### src/rtl/hanoi_solver.sv
// hanoi_solver: Towers of Hanoi move generator.
//   Produces the optimal move sequence for N_DISKS disks from peg 0 to peg 2,
//   one move per advance trigger (timed in auto mode, step edge otherwise),
//   and presents each move on a valid/ready handshake while tracking peg
//   occupancy.
// Parameters:
//   N_DISKS  - number of disks, 1..7
//   RATE_DIV - msclk cycles between moves in auto mode, >= 2
// Ports:
//   msclk      in   clock
//   rst_n      in   asynchronous active-low reset
//   start      in   pulse: reload tower on peg 0 and begin a solve
//   auto       in   1 = timed advance, 0 = step advance
//   step       in   rising edge requests one move in step mode
//   pause      in   freezes the auto timer
//   move_ready in   consumer accepts the presented move
//   move_valid out  move_disk/move_from/move_to are valid
//   move_disk  out  disk number, 1 = smallest
//   move_from  out  source peg
//   move_to    out  destination peg
//   move_count out  moves accepted so far
//   peg0..peg2 out  occupancy bitmaps, bit i = disk i+1
//   busy       out  solve in progress
//   done       out  solve complete
module hanoi_solver #(
    parameter int N_DISKS  = 4,
    parameter int RATE_DIV = 1000
) (
    input  logic               msclk,
    input  logic               rst_n,
    input  logic               start,
    input  logic               auto,
    input  logic               step,
    input  logic               pause,
    input  logic               move_ready,
    output logic               move_valid,
    output logic [2:0]         move_disk,
    output logic [1:0]         move_from,
    output logic [1:0]         move_to,
    output logic [N_DISKS-1:0] move_count,
    output logic [N_DISKS-1:0] peg0,
    output logic [N_DISKS-1:0] peg1,
    output logic [N_DISKS-1:0] peg2,
    output logic               busy,
    output logic               done
);

    localparam int                 TIMER_W    = $clog2(RATE_DIV);
    localparam logic [TIMER_W-1:0] TIMER_LAST = TIMER_W'(RATE_DIV - 1);
    localparam logic [N_DISKS-1:0] FULL       = '1;
    // The last move number (2^N - 1) is the all-ones count value.
    localparam logic [N_DISKS-1:0] LAST_MOVE  = '1;
    localparam bit                 SWAP_PEGS  = (N_DISKS % 2) == 0;

    typedef enum logic [2:0] {IDLE, WAIT, CALC, PRESENT, DONE} state_t;

    state_t             state;
    logic [TIMER_W-1:0] timer;
    logic               step_prev;
    logic               trigger;
    logic [8:0]         k;
    logic [8:0]         k_low;
    logic [8:0]         k_fill;
    logic [2:0]         calc_disk;
    logic [1:0]         calc_from;
    logic [1:0]         calc_to;
    logic [N_DISKS-1:0] disk_mask;
    logic [N_DISKS-1:0] next_count;

    // Reduce a value mod 3 to a peg index. For an even disk count the
    // natural sequence ends on peg 1, so pegs 1 and 2 are exchanged.
    function automatic logic [1:0] map_peg(input logic [8:0] v);
        logic [1:0] p;
        p = 2'(v % 9'd3);
        if (SWAP_PEGS && p != 2'd0)
            p = 2'd3 - p;
        return p;
    endfunction

    // New bitmap for peg idx after moving the disk selected by mask.
    function automatic logic [N_DISKS-1:0] apply_move(
        input logic [N_DISKS-1:0] peg,
        input logic [1:0]         idx,
        input logic [1:0]         from,
        input logic [1:0]         to,
        input logic [N_DISKS-1:0] mask
    );
        logic [N_DISKS-1:0] r;
        r = peg;
        if (from == idx)
            r = r & ~mask;
        if (to == idx)
            r = r | mask;
        return r;
    endfunction

    // Move k (1-based) of the optimal solution in closed form: the disk is
    // one plus the trailing-zero count of k; the pegs come from the binary
    // structure of k and k-1.
    always_comb begin
        k         = 9'(move_count) + 9'd1;
        k_low     = k & (k - 9'd1);
        k_fill    = (k | (k - 9'd1)) + 9'd1;
        calc_disk = 3'd1;
        for (int i = 6; i >= 0; i--) begin
            if (k[i])
                calc_disk = 3'(i + 1);
        end
        calc_from  = map_peg(k_low);
        calc_to    = map_peg(k_fill);
        disk_mask  = N_DISKS'(1) << (move_disk - 3'd1);
        next_count = move_count + N_DISKS'(1);
        // Pause freezes the auto trigger as well as the count, so a pause
        // of n cycles delays the move by exactly n cycles.
        trigger    = auto ? (!pause && timer == TIMER_LAST) : (step && !step_prev);
    end

    always_ff @(posedge msclk or negedge rst_n) begin
        if (!rst_n) begin
            state      <= IDLE;
            move_valid <= 1'b0;
            busy       <= 1'b0;
            done       <= 1'b0;
            move_disk  <= 3'd0;
            move_from  <= 2'd0;
            move_to    <= 2'd0;
            move_count <= '0;
            timer      <= '0;
            step_prev  <= 1'b0;
            peg0       <= FULL;
            peg1       <= '0;
            peg2       <= '0;
        end else begin
            // Tracked in every state so edges outside WAIT are consumed.
            step_prev <= step;
            if (start) begin
                state      <= WAIT;
                move_valid <= 1'b0;
                busy       <= 1'b1;
                done       <= 1'b0;
                move_disk  <= 3'd0;
                move_from  <= 2'd0;
                move_to    <= 2'd0;
                move_count <= '0;
                timer      <= '0;
                peg0       <= FULL;
                peg1       <= '0;
                peg2       <= '0;
            end else begin
                case (state)
                    WAIT: begin
                        // The timer runs in either mode and saturates, so
                        // switching mode never restarts it.
                        if (trigger)
                            state <= CALC;
                        else if (!pause && timer != TIMER_LAST)
                            timer <= timer + TIMER_W'(1);
                    end
                    CALC: begin
                        move_disk  <= calc_disk;
                        move_from  <= calc_from;
                        move_to    <= calc_to;
                        move_valid <= 1'b1;
                        state      <= PRESENT;
                    end
                    PRESENT: begin
                        if (move_ready) begin
                            peg0       <= apply_move(peg0, 2'd0, move_from, move_to, disk_mask);
                            peg1       <= apply_move(peg1, 2'd1, move_from, move_to, disk_mask);
                            peg2       <= apply_move(peg2, 2'd2, move_from, move_to, disk_mask);
                            move_count <= next_count;
                            move_valid <= 1'b0;
                            if (next_count == LAST_MOVE) begin
                                state <= DONE;
                                busy  <= 1'b0;
                                done  <= 1'b1;
                            end else begin
                                state <= WAIT;
                                timer <= '0;
                            end
                        end
                    end
                    default: ;
                endcase
            end
        end
    end

endmodule

### config.mk
export PLATFORM = sky130hd
export DESIGN_NAME = hanoi_solver
export DESIGN_NICKNAME = d
export VERILOG_FILES = /design/src/rtl/hanoi_solver.sv
export SDC_FILE = /design/constraint.sdc
export NUM_CORES = 1
export LEC_CHECK = 0
export ABC_CLOCK_PERIOD_IN_PS = 6300
export BUFFER_PORTS_ARGS = -buffer_cell sky130_fd_sc_hd__buf_2
export CAP_MARGIN = 20
export CORE_MARGIN = 5
export CORE_UTILIZATION = 40
export CTS_BUF_LIST = sky130_fd_sc_hd__clkbuf_8 sky130_fd_sc_hd__clkbuf_16
export CTS_CLUSTER_SIZE = 28
export DETAILED_ROUTE_END_ITERATION = 8
export PLACE_DENSITY = 0.62
export SYNTH_ARGS = -nofsm -noshare
export SYNTH_HDL_FRONTEND = slang
export SYNTH_SLANG_ARGS = --single-unit
### constraint.sdc
create_clock -name msclk -period 6.3 [get_ports msclk]
set_input_delay 0.315 -clock msclk [delete_from_list [all_inputs] [get_ports msclk]]
set_output_delay 0.315 -clock msclk [all_outputs]
set_load 0.01 [all_outputs]
# Word-level counts from Yosys, hierarchy flattened

Index checks and enable logic that the tools add are counted.

$add $sub $neg: 8
Div/mod/pow operators: 2
Equal/unequal tests: 15
Shift-type cells: 1
Multiplexer cells: 65
Bitwise gates (word level): 9
Reduce and logical (&&, ||, !) cells: 21

Operator list:

| kind                                                                   | count |
|---|---|
| 4-bit 2-to-1 mux                                                       | 27 |
| 10-bit 2-to-1 mux                                                      | 5 |
| 3-bit 2-to-1 mux                                                       | 13 |
| 10-bit one-hot mux with 2 select lines                                 | 1 |
| 9-bit by 2-bit modulo with 9-bit output (second input constant)        | 2 |
| 3-bit inequality test (second input constant)                          | 5 |
| 4-bit AND                                                              | 3 |
| 2-bit 2-to-1 mux                                                       | 6 |
| 4-bit bitwise OR                                                       | 3 |
| 2-bit nonzero test                                                     | 6 |
| 1-bit 2-to-1 mux                                                       | 11 |
| 10-bit by 1-bit adder with 10-bit output (second input constant)       | 1 |
| 10-bit equality test (second input constant)                           | 1 |
| 10-bit inequality test (second input constant)                         | 1 |
| 9-bit by 1-bit adder with 9-bit output (second input constant)         | 1 |
| 5-bit by 9-bit AND with 9-bit output                                   | 1 |
| 5-bit by 9-bit bitwise OR with 9-bit output                            | 1 |
| 3-bit one-hot mux with 3 select lines                                  | 1 |
| 3-bit by 2-bit equality test with 1-bit output (second input constant) | 2 |
| 3-bit AND reduction                                                    | 2 |
| 3-bit nonzero test                                                     | 2 |
| 5-bit by 1-bit subtractor with 6-bit output (second input constant)    | 1 |
| 4-bit by 1-bit adder with 5-bit output (second input constant)         | 1 |
| 5-bit AND reduction                                                    | 1 |
| 15 further kinds                                                       | 23 |

Register bits after elaboration: 40
Input bits: 7
Output and inout bits: 26
Logic and storage cells: 134

# Longest topological paths before layout

Depth after elaboration: 13
Gate-level depth with buffers: 20
Depth with buffers taken out: 19

# Least setup slack after synthesis

Ideal clock, no wire load.

Path type: register to register
Start: register move_count[1]
End: register move_to[0]
Setup time: 0.104 ns
Data arrival time: 4.811 ns
Data required time: 6.196 ns
Setup slack: 1.386 ns
Cell stages (with the launch flop): 21
Buffers on the path: 2
Clock period less this slack: 4.914 ns
Cell sequence: dfrtp_1 -> ha_1 -> inv_1 -> ha_1 -> buf_6 -> or3b_4 -> nor4_4 -> ha_1 -> and2b_1 -> o2111a_1 -> or2_1 -> buf_2 -> xnor2_1 -> a21oi_1 -> a31oi_1 -> ha_1 -> nor2_1 -> o221ai_1 -> o22a_1 -> a21o_1 -> o41ai_2

Longest elaborated chain between the ends: 9
Elaborated cells between the ends (all ways): 10
Classes of those cells: add/sub (4); div (1); mux (3); bitwise (1); reduce/logical (1)

Ends and longest elaborated chain:

| element                                                | line   | text |
|---|---|---|
| from (decl)                                            | 40     | `output logic [N_DISKS-1:0] move_count,` |
| from (signal assigned)                                 | 171    | `move_count <= next_count;` |
| 4-bit by 1-bit adder with 5-bit output (*)             | 101    | `k = 9'(move_count) + 9'd1;` |
| 5-bit by 1-bit subtractor with 6-bit output            | 103    | `k_fill = (k \| (k - 9'd1)) + 9'd1;` |
| 5-bit by 9-bit bitwise OR with 9-bit output (*)        | 103    |  |
| 9-bit by 1-bit adder with 9-bit output (*)             | 103    |  |
| 9-bit by 2-bit modulo with 9-bit output (*)            | 74     | `p = 2'(v % 9'd3);` |
| 2-bit subtractor or 2-bit nonzero test (tied branches) | 76, 75 |  |
| 2-bit 2-to-1 mux (*)                                   | 75     | `if (SWAP_PEGS && p != 2'd0)` |
| 2-bit 2-to-1 mux (*)                                   | 150    | `case (state)` |
| 2-bit 2-to-1 mux (*)                                   | 136    | `if (start) begin` |
| to (signal assigned)                                   | 162    | `move_to <= calc_to;` |
| to (decl)                                              | 39     | `output logic [1:0] move_to,` |

Mark *: on every way between the ends. The rest lies on a longest branch, timed or not. The select of a mux whose other input is x is not followed.
A chain may end at the register's enable or synchronous reset.

# Worst setup path in the final report

Start: register move_count[0]
End: register move_to[0]

The elaborated chain is that of the path after synthesis.

==> flow_metrics.tcl <==
set metrics [dict create \
    ys_types 74 \
    ant_nets 0 \
    drv_slew 0 \
    leakage_uw 0.00152 \
    die_y_microns 99.2 \
    wirelength_mm 8.31 \
    grt_max_degree 41 \
    powerDensity_nw_per_um2 289 \
    clock_latency_ns 0.30 \
    setup_viol 0 \
    clock_power_share_pct 20.4 \
    layout_common_cells "40 x nor2_1, 39 x nand2_1, 36 x dfrtp_1, 34 x o21ai_0, 32 x buf_2" \
    cp_top_family "simple AND/OR/NAND/NOR gates" \
    p_sw_uw 416 \
    drc 0 \
    chipWidth_microns 99.2 \
    swShare_pct 41.0 \
    grt_usage_pct 16.8 \
    post_synth.cell_area_avg_sq_um 8.24 \
    arrival_ns 5.60 \
    cts_setup_buffers 0 \
    gp_congestion 0.923 \
    numCtsBuffers 5 \
    yosys_register_bits 40 \
    final.setup.tns_ns 0 \
    timing_worst_slew_pin_value_ns 1.01 \
    comb_power_share_pct 48.6 \
    hold_buffers 0 \
    drt_iter0_drc 121 \
    seq_area_frac_synth_pct 31.6 \
    grt_pass1_wl_mm 13.8 \
    dieArea_sq_um 9830 \
    wl_per_cell_microns 16.1 \
    diodes 0 \
    htreeDepth 2 \
    path_max_fanout 13 \
    drive_above_1_share_pct 14.5 \
    synth_area_leaders "dfrtp_1 28%, ha_1 5.5%, o21ai_0 5.4%" \
    netlist_area_sq_um 3180 \
    cp.required_ns 6.50 \
    max_stage_delay_ns 0.58 \
    whs_ns 0.136 \
    grt_pass1_vias 2877 \
    fin_skew_ns 0.00890 \
    critPathMostFrequentCell "ha_1" \
    synthFlopType "dfrtp_1" \
    cp-end-kind "register" \
    crit_type "register to register" \
    vias 3021 \
    core-area_sq_um 7730 \
    start_kind "register" \
    drv_cap 0 \
    period_share_pct 85.7 \
    critPathBufInv 1 \
    grt_overflow_total 0 \
    hpwl_mm 6.00 \
    syn_nets 407 \
    slew_headroom_pct 31.9 \
    ir_drop_mv 0.120 \
    clockBufferDepth 2 \
    synth_top_area_share_pct 28.3 \
    port_buffers 32 \
    clock_sinks 40 \
    internal-power_uw 600 \
    dr.pass1.iters 5 \
    area_growth_pct 10.8 \
    path_cells "ha_1 > inv_1 > ha_1 > or3b_4 > nor4_4 > ha_1 > and2b_1 > o2111a_1 > or2_1 > xnor2_1 > a21oi_1 > a31oi_1 > ha_1 > nor2_1 > o221ai_1 > o22a_1 > a21o_1 > o41ai_2" \
    clk_root_buffer_cell "clkbuf_8" \
    utilization_pct 45.6 \
    synth_area_leader_cell "dfrtp_1" \
    finalCriticalPeriod_ns 5.40 \
    antenna_found_initial 0 \
    synth_edf_count 0 \
    power_uw 1020 \
    nNetsFinal 435 \
    status "complete, no violations" \
    cts_resized 0 \
    hold_violations 0 \
    final_common_cell "nor2_1" \
    hold_class "input port to asynchronous set/reset pin" \
    via_per_inst 5.84 \
    ios 33 \
    yosys_warnings 0 \
    start_util_pct 41.2 \
    rows 32 \
    cts_tree "built" \
    clk_pin_slew_ns 0.08 \
    max_freq_mhz 185 \
    synthCells 386 \
    pwr-share-seq_pct 31.0 \
    postSynth.asyncResetShare_pct 100 \
    rsz0062_at_grt "no" \
    crit_slowest_cell "dfrtp_1" \
]
## power groups by stage
stage	clock network (uW)	logic (uW)	registers, uW
floorplan	0	390	313
global placement	0	478	318
detailed placement	0	490	319
CTS	211	493	314
global route	222	552	320
finish	208	494	315
## synthesized netlist by cell type (3+ instances only)
cell      instances
a21oi_1          28
a211oi_1          3
a221o_1           4
nor2_1           40
nor2b_1           3
nor3_1            6
dfrtp_1          36
ha_1             14
or3_1             8
nand3_1           9
a22oi_1           6
nand2b_1          9
mux2i_1           4
o21ai_0          34
nand3b_1          3
a32oi_1           3
o21ai_1           3
and3_1            9
dfstp_2           4
inv_1            21
buf_2             4
clkbuf_1          6
o21a_1            3
xnor2_1           6
nor4_1            4
nand2_1          39
a31oi_1          12
## flip-flops by register name (all words and copies together) (netlist names)
signal	count
peg0	4
busy	1
state	3
peg2	4
step_prev	1
move_count	4
move_valid	1
peg1	4
move_from	2
move_to	2
move_disk	3
done	1
timer	10
## layer usage
| metal | wire length [microns] | up-vias | share of wire, % | GRT usage, % |
|---|---|---|---|---|
| li1 | - | 1499 | - | - |
| met1 | 3920 | 1454 | 47 | 22.7 |
| met2 | 3960 | 55 | 48 | 27.6 |
| met3 | 331 | 13 | 4.0 | 3.23 |
| met4 | 97 | 0 | 1.2 | 4.20 |
| met5 | 0 | - | 0 | 0 |
## cells by family after synthesis
group / count (synthesis) / share of synthesized area [%]
XOR/XNOR: 7 / 1.93
AND/OR/NAND/NOR: 154 / 26.0
multiplexers: 6 / 1.97
flip-flops: 40 / 31.6
AO/OA/AOI/OAI: 132 / 28.7
adder cells (fa/ha/maj): 14 / 5.51
buffers and inverters: 33 / 4.29
## per-stage QoR
step	worst slack, ns	cells	instance area (sq um)
finish	0.903	517	3520
detailed placement	0.942	508	3410
CTS	0.920	516	3520
global route	0.452	517	3520
floorplan	1.39	386	3180
global placement	1.11	508	3410
## path summary, 6_finish.rpt
check	from	end	slack, ns	cells past startpoint
max	move_count[0]$_DFFE_PN0P_	move_to[0]$_DFFE_PN0P_	0.90	18
min	rst_n	peg1[3]$_DFFE_PN0P_	0.14	1
max in group asynchronous	rst_n	state[1]$_DFFE_PN0P_	5.61	1
min in group msclk	step	step_prev$_DFF_PN0_	0.14	1
max reg2reg	move_count[0]$_DFFE_PN0P_	move_to[0]$_DFFE_PN0P_	0.90	18
min reg2reg	busy$_DFFE_PN0P_	busy$_DFFE_PN0P_	0.48	2
## cell type report
| type | count | area [sq um] |
|---|---|---|
| clock inverters | 3 | 38.8 |
| inverters | 21 | 78.8 |
| multi-input cells | 313 | 2040 |
| repair buffers | 33 | 165 |
| flip-flops and latches | 40 | 1010 |
| clock buffers | 5 | 68.8 |
| fillers | 778 | 4200 |
| well taps | 102 | 128 |
Note: power is estimated with default switching activity, not from simulation.
